File: src/rtl/seg7_scan_ctrl_pkg.sv
// Shared constants and FSM encoding for the 7-segment scan controller.
package seg7_scan_ctrl_pkg;

    localparam int unsigned SEG_W      = 7;
    localparam int unsigned MAX_DIGITS = 32;

    localparam logic [SEG_W-1:0]      SEG_OFF = 7'h7F;
    localparam logic [MAX_DIGITS-1:0] AN_OFF  = '1;

    typedef enum logic {
        GUARD = 1'b0,
        DRIVE = 1'b1
    } state_e;

endpackage

File: src/rtl/seg7_scan_ctrl_if.sv
// Display data/load handshake and panel drive signals of the scan controller.
interface seg7_scan_ctrl_if #(
    parameter int unsigned NUM_DIGITS = 4
);

    logic [4*NUM_DIGITS-1:0] disp_data;
    logic [NUM_DIGITS-1:0]   dp_in;
    logic                    disp_load;
    logic                    blank;
    logic                    lz_en;
    logic [NUM_DIGITS-1:0]   an;
    logic [6:0]              seg;
    logic                    dp_n;
    logic                    frame_done;
    logic                    disp_ack;

    modport master (
        output disp_data, dp_in, disp_load, blank, lz_en,
        input  an, seg, dp_n, frame_done, disp_ack
    );

    modport slave (
        input  disp_data, dp_in, disp_load, blank, lz_en,
        output an, seg, dp_n, frame_done, disp_ack
    );

endinterface

File: src/rtl/seg7_scan_ctrl_hex_to_7seg.sv
// Combinational hex nibble to active-low {a,b,c,d,e,f,g} segment decoder.
module hex_to_7seg
    import seg7_scan_ctrl_pkg::*;
(
    input  logic [3:0]       nib,
    output logic [SEG_W-1:0] seg_c
);

    always_comb begin
        seg_c = SEG_OFF;
        unique case (nib)
            4'h0: seg_c = 7'h01;
            4'h1: seg_c = 7'h4F;
            4'h2: seg_c = 7'h12;
            4'h3: seg_c = 7'h06;
            4'h4: seg_c = 7'h4C;
            4'h5: seg_c = 7'h24;
            4'h6: seg_c = 7'h20;
            4'h7: seg_c = 7'h0F;
            4'h8: seg_c = 7'h00;
            4'h9: seg_c = 7'h04;
            4'hA: seg_c = 7'h08;
            4'hB: seg_c = 7'h60;
            4'hC: seg_c = 7'h31;
            4'hD: seg_c = 7'h42;
            4'hE: seg_c = 7'h30;
            4'hF: seg_c = 7'h38;
            default: seg_c = SEG_OFF;
        endcase
    end

endmodule

File: src/rtl/seg7_scan_ctrl.sv
// Time-multiplexed common-anode 7-segment scan controller with guard dead-time,
// leading-zero suppression and frame-aligned (tear-free) data updates.
module seg7_scan_ctrl
    import seg7_scan_ctrl_pkg::*;
#(
    parameter int unsigned NUM_DIGITS  = 4,
    parameter int unsigned REFRESH_DIV = 50000,
    parameter int unsigned GUARD_CYC   = 500
) (
    input  logic             clk,
    input  logic             reset,
    seg7_scan_ctrl_if.slave  bus
);

    localparam int unsigned SLOT_W = (REFRESH_DIV > 1) ? $clog2(REFRESH_DIV) : 1;
    localparam int unsigned DIG_W  = (NUM_DIGITS > 1) ? $clog2(NUM_DIGITS) : 1;
    localparam int unsigned DATA_W = 4 * NUM_DIGITS;

    localparam logic [SLOT_W-1:0]     SLOT_LAST  = SLOT_W'(REFRESH_DIV - 1);
    localparam logic [SLOT_W-1:0]     SLOT_PRE   = SLOT_W'(REFRESH_DIV - 2);
    localparam logic [SLOT_W-1:0]     GUARD_LAST = SLOT_W'(GUARD_CYC - 1);
    localparam logic [DIG_W-1:0]      DIG_LAST   = DIG_W'(NUM_DIGITS - 1);
    localparam logic [NUM_DIGITS-1:0] AN_ALL_OFF = AN_OFF[NUM_DIGITS-1:0];
    localparam state_e                START_ST   = (GUARD_CYC == 0) ? DRIVE : GUARD;

    logic [SLOT_W-1:0]     slot_cnt;
    logic [DIG_W-1:0]      dig_idx;
    state_e                state;
    logic [DATA_W-1:0]     active;
    logic [DATA_W-1:0]     pending;
    logic [NUM_DIGITS-1:0] dp_act;
    logic [NUM_DIGITS-1:0] dp_pend;
    logic                  pend_vld;

    logic                  slot_wrap_c;
    logic                  boundary_c;
    logic                  pre_boundary_c;
    logic [3:0]            cur_nib_c;
    logic                  cur_dp_c;
    logic                  cur_lz_c;
    logic                  zero_run;
    logic [SEG_W-1:0]      dec_c;
    logic [NUM_DIGITS-1:0] an_sel_c;

    assign slot_wrap_c    = (slot_cnt == SLOT_LAST);
    assign boundary_c     = slot_wrap_c && (dig_idx == DIG_LAST);
    assign pre_boundary_c = (slot_cnt == SLOT_PRE) && (dig_idx == DIG_LAST);
    assign an_sel_c       = ~(NUM_DIGITS'(1) << dig_idx);

    // Select the current digit; walk from the top digit down to track the leading-zero run.
    always_comb begin
        cur_nib_c = 4'h0;
        cur_dp_c  = 1'b0;
        cur_lz_c  = 1'b0;
        zero_run  = 1'b1;
        for (int i = int'(NUM_DIGITS) - 1; i >= 0; i--) begin
            zero_run = zero_run & (active[4*i +: 4] == 4'h0);
            if (DIG_W'(i) == dig_idx) begin
                cur_nib_c = active[4*i +: 4];
                cur_dp_c  = dp_act[i];
                cur_lz_c  = bus.lz_en & zero_run & (i != 0);
            end
        end
    end

    hex_to_7seg u_dec (
        .nib   (cur_nib_c),
        .seg_c (dec_c)
    );

    always_ff @(posedge clk) begin
        if (reset) begin
            slot_cnt       <= '0;
            dig_idx        <= '0;
            state          <= START_ST;
            active         <= '0;
            pending        <= '0;
            dp_act         <= '0;
            dp_pend        <= '0;
            pend_vld       <= 1'b0;
            bus.an         <= AN_ALL_OFF;
            bus.seg        <= SEG_OFF;
            bus.dp_n       <= 1'b1;
            bus.frame_done <= 1'b0;
            bus.disp_ack   <= 1'b0;
        end else begin
            if (slot_wrap_c) begin
                slot_cnt <= '0;
                dig_idx  <= (dig_idx == DIG_LAST) ? '0 : dig_idx + DIG_W'(1);
            end else begin
                slot_cnt <= slot_cnt + SLOT_W'(1);
            end

            unique case (state)
                GUARD: if (slot_cnt == GUARD_LAST) state <= DRIVE;
                DRIVE: if (slot_wrap_c && (GUARD_CYC != 0)) state <= GUARD;
                default: state <= START_ST;
            endcase

            // Data only switches at the frame boundary; a load on that exact cycle bypasses pending.
            if (boundary_c) begin
                if (bus.disp_load) begin
                    active <= bus.disp_data;
                    dp_act <= bus.dp_in;
                end else if (pend_vld) begin
                    active <= pending;
                    dp_act <= dp_pend;
                end
                pend_vld <= 1'b0;
            end else if (bus.disp_load) begin
                pending  <= bus.disp_data;
                dp_pend  <= bus.dp_in;
                pend_vld <= 1'b1;
            end

            if (state == DRIVE) begin
                bus.an   <= cur_lz_c ? AN_ALL_OFF : an_sel_c;
                bus.seg  <= cur_lz_c ? SEG_OFF : dec_c;
                bus.dp_n <= ~cur_dp_c;
            end else begin
                bus.an   <= AN_ALL_OFF;
                bus.seg  <= SEG_OFF;
                bus.dp_n <= 1'b1;
            end
            if (bus.blank) bus.an <= AN_ALL_OFF;

            // Look one cycle ahead so the registered pulse lands on the boundary cycle itself.
            bus.frame_done <= pre_boundary_c;
            bus.disp_ack   <= boundary_c & (pend_vld | bus.disp_load);
        end
    end

endmodule

File: src/flat_wrapper.sv
// flat-port wrapper written by rule: the top's interface ports become plain ports
module seg7_scan_ctrl_flat import seg7_scan_ctrl_pkg::*;
#(
    parameter int unsigned NUM_DIGITS  = 4,
    parameter int unsigned REFRESH_DIV = 50000,
    parameter int unsigned GUARD_CYC   = 500
)
  (clk, reset, bus_disp_data, bus_dp_in, bus_disp_load, bus_blank, bus_lz_en, bus_an, bus_seg, bus_dp_n, bus_frame_done, bus_disp_ack);
  seg7_scan_ctrl_if #(.NUM_DIGITS(NUM_DIGITS)) bus_i ();
  input  logic clk;
  input  logic reset;
  input wire logic [$bits(bus_i.disp_data)-1:0] bus_disp_data;
  input wire logic [$bits(bus_i.dp_in)-1:0] bus_dp_in;
  input wire logic [$bits(bus_i.disp_load)-1:0] bus_disp_load;
  input wire logic [$bits(bus_i.blank)-1:0] bus_blank;
  input wire logic [$bits(bus_i.lz_en)-1:0] bus_lz_en;
  output wire logic [$bits(bus_i.an)-1:0] bus_an;
  output wire logic [$bits(bus_i.seg)-1:0] bus_seg;
  output wire logic [$bits(bus_i.dp_n)-1:0] bus_dp_n;
  output wire logic [$bits(bus_i.frame_done)-1:0] bus_frame_done;
  output wire logic [$bits(bus_i.disp_ack)-1:0] bus_disp_ack;
  assign bus_i.disp_data = bus_disp_data;
  assign bus_i.dp_in = bus_dp_in;
  assign bus_i.disp_load = bus_disp_load;
  assign bus_i.blank = bus_blank;
  assign bus_i.lz_en = bus_lz_en;
  assign bus_an = bus_i.an;
  assign bus_seg = bus_i.seg;
  assign bus_dp_n = bus_i.dp_n;
  assign bus_frame_done = bus_i.frame_done;
  assign bus_disp_ack = bus_i.disp_ack;
  seg7_scan_ctrl #(.NUM_DIGITS(NUM_DIGITS), .REFRESH_DIV(REFRESH_DIV), .GUARD_CYC(GUARD_CYC)) u_core (.clk(clk), .reset(reset), .bus(bus_i));
endmodule
File: config.mk
export PLATFORM = sky130hd
export DESIGN_NAME = seg7_scan_ctrl_flat
export DESIGN_NICKNAME = d
export VERILOG_FILES = /design/src/rtl/seg7_scan_ctrl_pkg.sv /design/src/rtl/seg7_scan_ctrl_if.sv /design/src/rtl/seg7_scan_ctrl_hex_to_7seg.sv /design/src/rtl/seg7_scan_ctrl.sv /design/src/flat_wrapper.sv
export SDC_FILE = /design/constraint.sdc
export NUM_CORES = 1
export LEC_CHECK = 0
export BUFFER_PORTS_ARGS = -buffer_cell sky130_fd_sc_hd__buf_4
export CORE_UTILIZATION = 50
export DETAILED_ROUTE_END_ITERATION = 6
export PLACE_DENSITY = 0.72
export SLEW_MARGIN = 15
export SYNTH_ARGS = -nofsm -noshare
export SYNTH_HDL_FRONTEND = slang
export SYNTH_HIERARCHICAL = 1
export SYNTH_SLANG_ARGS = --single-unit
File: constraint.sdc
create_clock -name clk -period 6.01 [get_ports clk]
set_input_delay 0.601 -clock clk [delete_from_list [all_inputs] [get_ports clk]]
set_output_delay 0.601 -clock clk [all_outputs]
set_load 0.02 [all_outputs]
==> impl_metrics.py <==
metrics = {
    "cells_and_area": {
        "fin_util": 0.5942,
        "seq_area_mm2": 0.001481,
        "finalNetCount": 469,
        "multiInputGateArea_mm2": 0.001938,
        "syn_to_final_growth_pct": 13.46,
        "n_antenna_cell": 0,
        "fillers": 645,
        "drive_above_1_share": 0.2156,
    },
    "run_status": {
        "status": "finished, final reports clean",
    },
    "place": {
        "portBuffers": 38,
        "gp_congestion": 0.7877,
        "place.detailed.hpwl_um": 5004,
        "place_ws_ns": 2.774,
    },
    "sta": {
        "finClkSkew_ns": 0.005626,
        "max_slew_margin": 0.2951,
        "slew_viol_final": 0,
        "tightestPinTransition_ns": 1.051,
        "rsz0062_at_grt": "false",
        "setup_violations": 0,
        "hold_ws_ns": 0.4714,
        "finalCritPeriodShare": 0.5438,
        "hold_viol_final": 0,
        "worst_slack_ns": 2.742,
        "tns_ns": 0,
        "min_period_ns": 3.268,
        "timing.fmax_mhz": 306.0,
    },
    "power_and_ir_drop": {
        "ir_drop_mv": 0.1057,
        "power_density_mw_per_mm2": 235.4,
        "power_leakage_nw": 1.445,
    },
    "worst_setup_path": {
        "r2r_start": "u_core/dig_idx[0]",
        "rr_endpoint": "u_core/bus.seg[3]",
        "crit_type": "flip-flop to flip-flop",
        "cp-start-kind": "flip-flop",
        "rr_worst_depth": 10,
        "crit_fanout": 12,
        "r2r_slack_ns": 2.74,
        "cp-end-kind": "flip-flop",
        "required_ns": 6.24,
        "arrival_ns": 3.50,
    },
    "floorplanning": {
        "coreArea_mm2": 0.006869,
        "die_h_um": 86.82,
        "initial_core_util": 0.5237,
        "num_rows": 30,
        "die_area_mm2": 0.007538,
        "die_w_um": 86.82,
        "io_pins": 39,
    },
    "drt": {
        "route.detailed.drc": 0,
        "ant_nets": 0,
        "vias": 3003,
        "wl_per_cell_um": 14.39,
        "drtPass1Iterations": 4,
        "drt-initial-drc-count": 121,
        "wirelength_um": 7657,
        "routed_via_density": 5.645,
    },
    "clocking": {
        "cts_sinks": 74,
        "cts_tree": "done",
        "cts_buffer_depth": 2,
        "ctsResizeCount": 0,
        "cts.clk_slew.worst_paths_ns": 0.08,
        "cts_buffers": 9,
        "ctsHoldBuffers": 0,
        "cts_max_level": 3,
        "clk_latency_ns": 0.35,
        "cts_setup_buffers": 0,
        "root_buffer": "clkbuf_8",
    },
    "logic_synthesis": {
        "synth-main-ff-cell": "dfxtp_1",
        "yosys-top-cells-count": "dfxtp_1, a21oi_1, o21ai_0, nor2_1, nand3_1",
        "syn_nets": 451,
        "synth_top_area_cell": "dfxtp_1",
        "ys_types": 41,
        "async_reset_ff_frac": 0,
        "yosys_warnings": 6,
        "yosysMostFrequentCell": "dfxtp_1",
        "ys_seq_area_frac": 0.4118,
        "syn_inst": 413,
        "syn_avg_cell_area_um2": 8.710,
        "yosysTopAreaCellShare": 0.4118,
        "ys_ff_latch": 74,
        "synth_edf_count": 0,
        "synth_area_mm2": 0.003597,
        "yosys-top-cells-area": "dfxtp_1, a21oi_1, or3b_2",
    },
    "hold_path": {
        "hp-start": "u_core/dp_act[0]",
        "whs_endpoint": "u_core/dp_act[0]",
        "min_delay_path_depth": 1,
        "hold_path.class": "flip-flop to flip-flop",
    },
    "global_routing": {
        "grt_max_degree": 52,
        "grt-ovfl-total": 0,
        "grt_pass1_vias": 2820,
        "grtUsageTotal": 0.2183,
        "antenna_found_initial": 0,
        "grt_pass1_wl_um": 12860,
    },
    "run": {
        "timing.max_cap.violations": 0,
    },
}
## cell type report
| type | count | share of cell area |
|---|---|---|
| multi-input cells | 296 | 0.4749 |
| well taps | 96 | 0.02943 |
| clock buffers | 11 | 0.03709 |
| clock inverters | 5 | 0.01288 |
| repair buffers | 40 | 0.07357 |
| inverters | 10 | 0.009197 |
| flip-flops and latches | 74 | 0.3630 |
## kinds of logic (layout without fill, tap and decap cells)
logic type               count (synthesis)  after routing  synth area share
AO/OA/AOI/OAI                          121            121            0.1951
flip-flops                              74             74            0.4118
XOR/XNOR                                14             14           0.03409
buffers and inverters                   43             66           0.05322
adder cells (fa/ha/maj)                 13             13           0.04522
multiplexers                             9              9           0.02852
AND/OR/NAND/NOR                        139            139            0.2320
## sequential cells by signal (all words and copies together), names as in the netlist
signal,count
u_core/dp_pend,4
u_core/state,1
u_core/bus.an,4
u_core/slot_cnt,16
u_core/pending,16
u_core/bus.frame_done,1
u_core/bus.disp_ack,1
u_core/pend_vld,1
u_core/active,16
u_core/dig_idx,2
u_core/bus.dp_n,1
u_core/dp_act,4
u_core/bus.seg,7
## stage by stage
stage	power, W	cell area [um2]	std cells
detailed placement	0.0005774	3877	516
global route	0.0009997	4081	532
floorplan	0.0005548	3597	413
global placement	0.0005751	3877	516
CTS	0.0009688	4081	532
finish	0.0009607	4081	532
## worst max-delay path by stage
stage	start	end	slack [ns]	cells after the start
global route	u_core/dig_idx[0]	u_core/bus.seg[3]	2.52	10
floorplan	u_core/dig_idx[0]	u_core/bus.seg[3]	3.07	11
detailed placement	u_core/dig_idx[0]	u_core/bus.seg[3]	2.77	10
CTS	u_core/dig_idx[0]	u_core/bus.seg[3]	2.72	10
global placement	u_core/dig_idx[0]	u_core/bus.seg[3]	2.98	10
finish	u_core/dig_idx[0]	u_core/bus.seg[3]	2.74	10
## report_power, final
group	internal (W)	leakage, nW	total (W)	switching, W
clock network	0.000212	0.105	0.000394	0.000182
registers	0.000499	0.601	0.000507	0.00000773
logic	0.0000281	0.739	0.0000593	0.0000312
total	0.000740	1.45	0.000961	0.000221
## placed cells by master (no fill, tap or decap), drive strengths merged, types with 7 or more instances in the layout
cell type,instances
a21oi,44
buf,40
clkbuf,11
dfxtp,74
ha,13
inv,10
mux2i,8
nand2,10
nand3,27
nor2,30
nor2b,9
nor3,7
nor4,9
o21a,20
o21ai,41
or2,8
or3b,22
xnor2,13
## metal layers
metal / share of wire / up-vias / GRT usage
li1: - / 1503 / -
met1: 0.47 / 1442 / 0.2774
met2: 0.49 / 50 / 0.3615
met3: 0.029 / 8 / 0.03429
met4: 0.015 / 0 / 0.1045
met5: 0 / - / 0
## critical path, cell delays in order (launching register included)
cell and delay (ns):
dfxtp_1 0.38, inv_1 0.09, ha_1 0.34, nor2b_1 0.16
a221oi_1 0.08, o31ai_1 0.70, inv_1 0.24, ha_1 0.35
inv_1 0.05, mux4_2 0.45, or2_2 0.29
No activity file was read; power rests on OpenSTA's default activity.
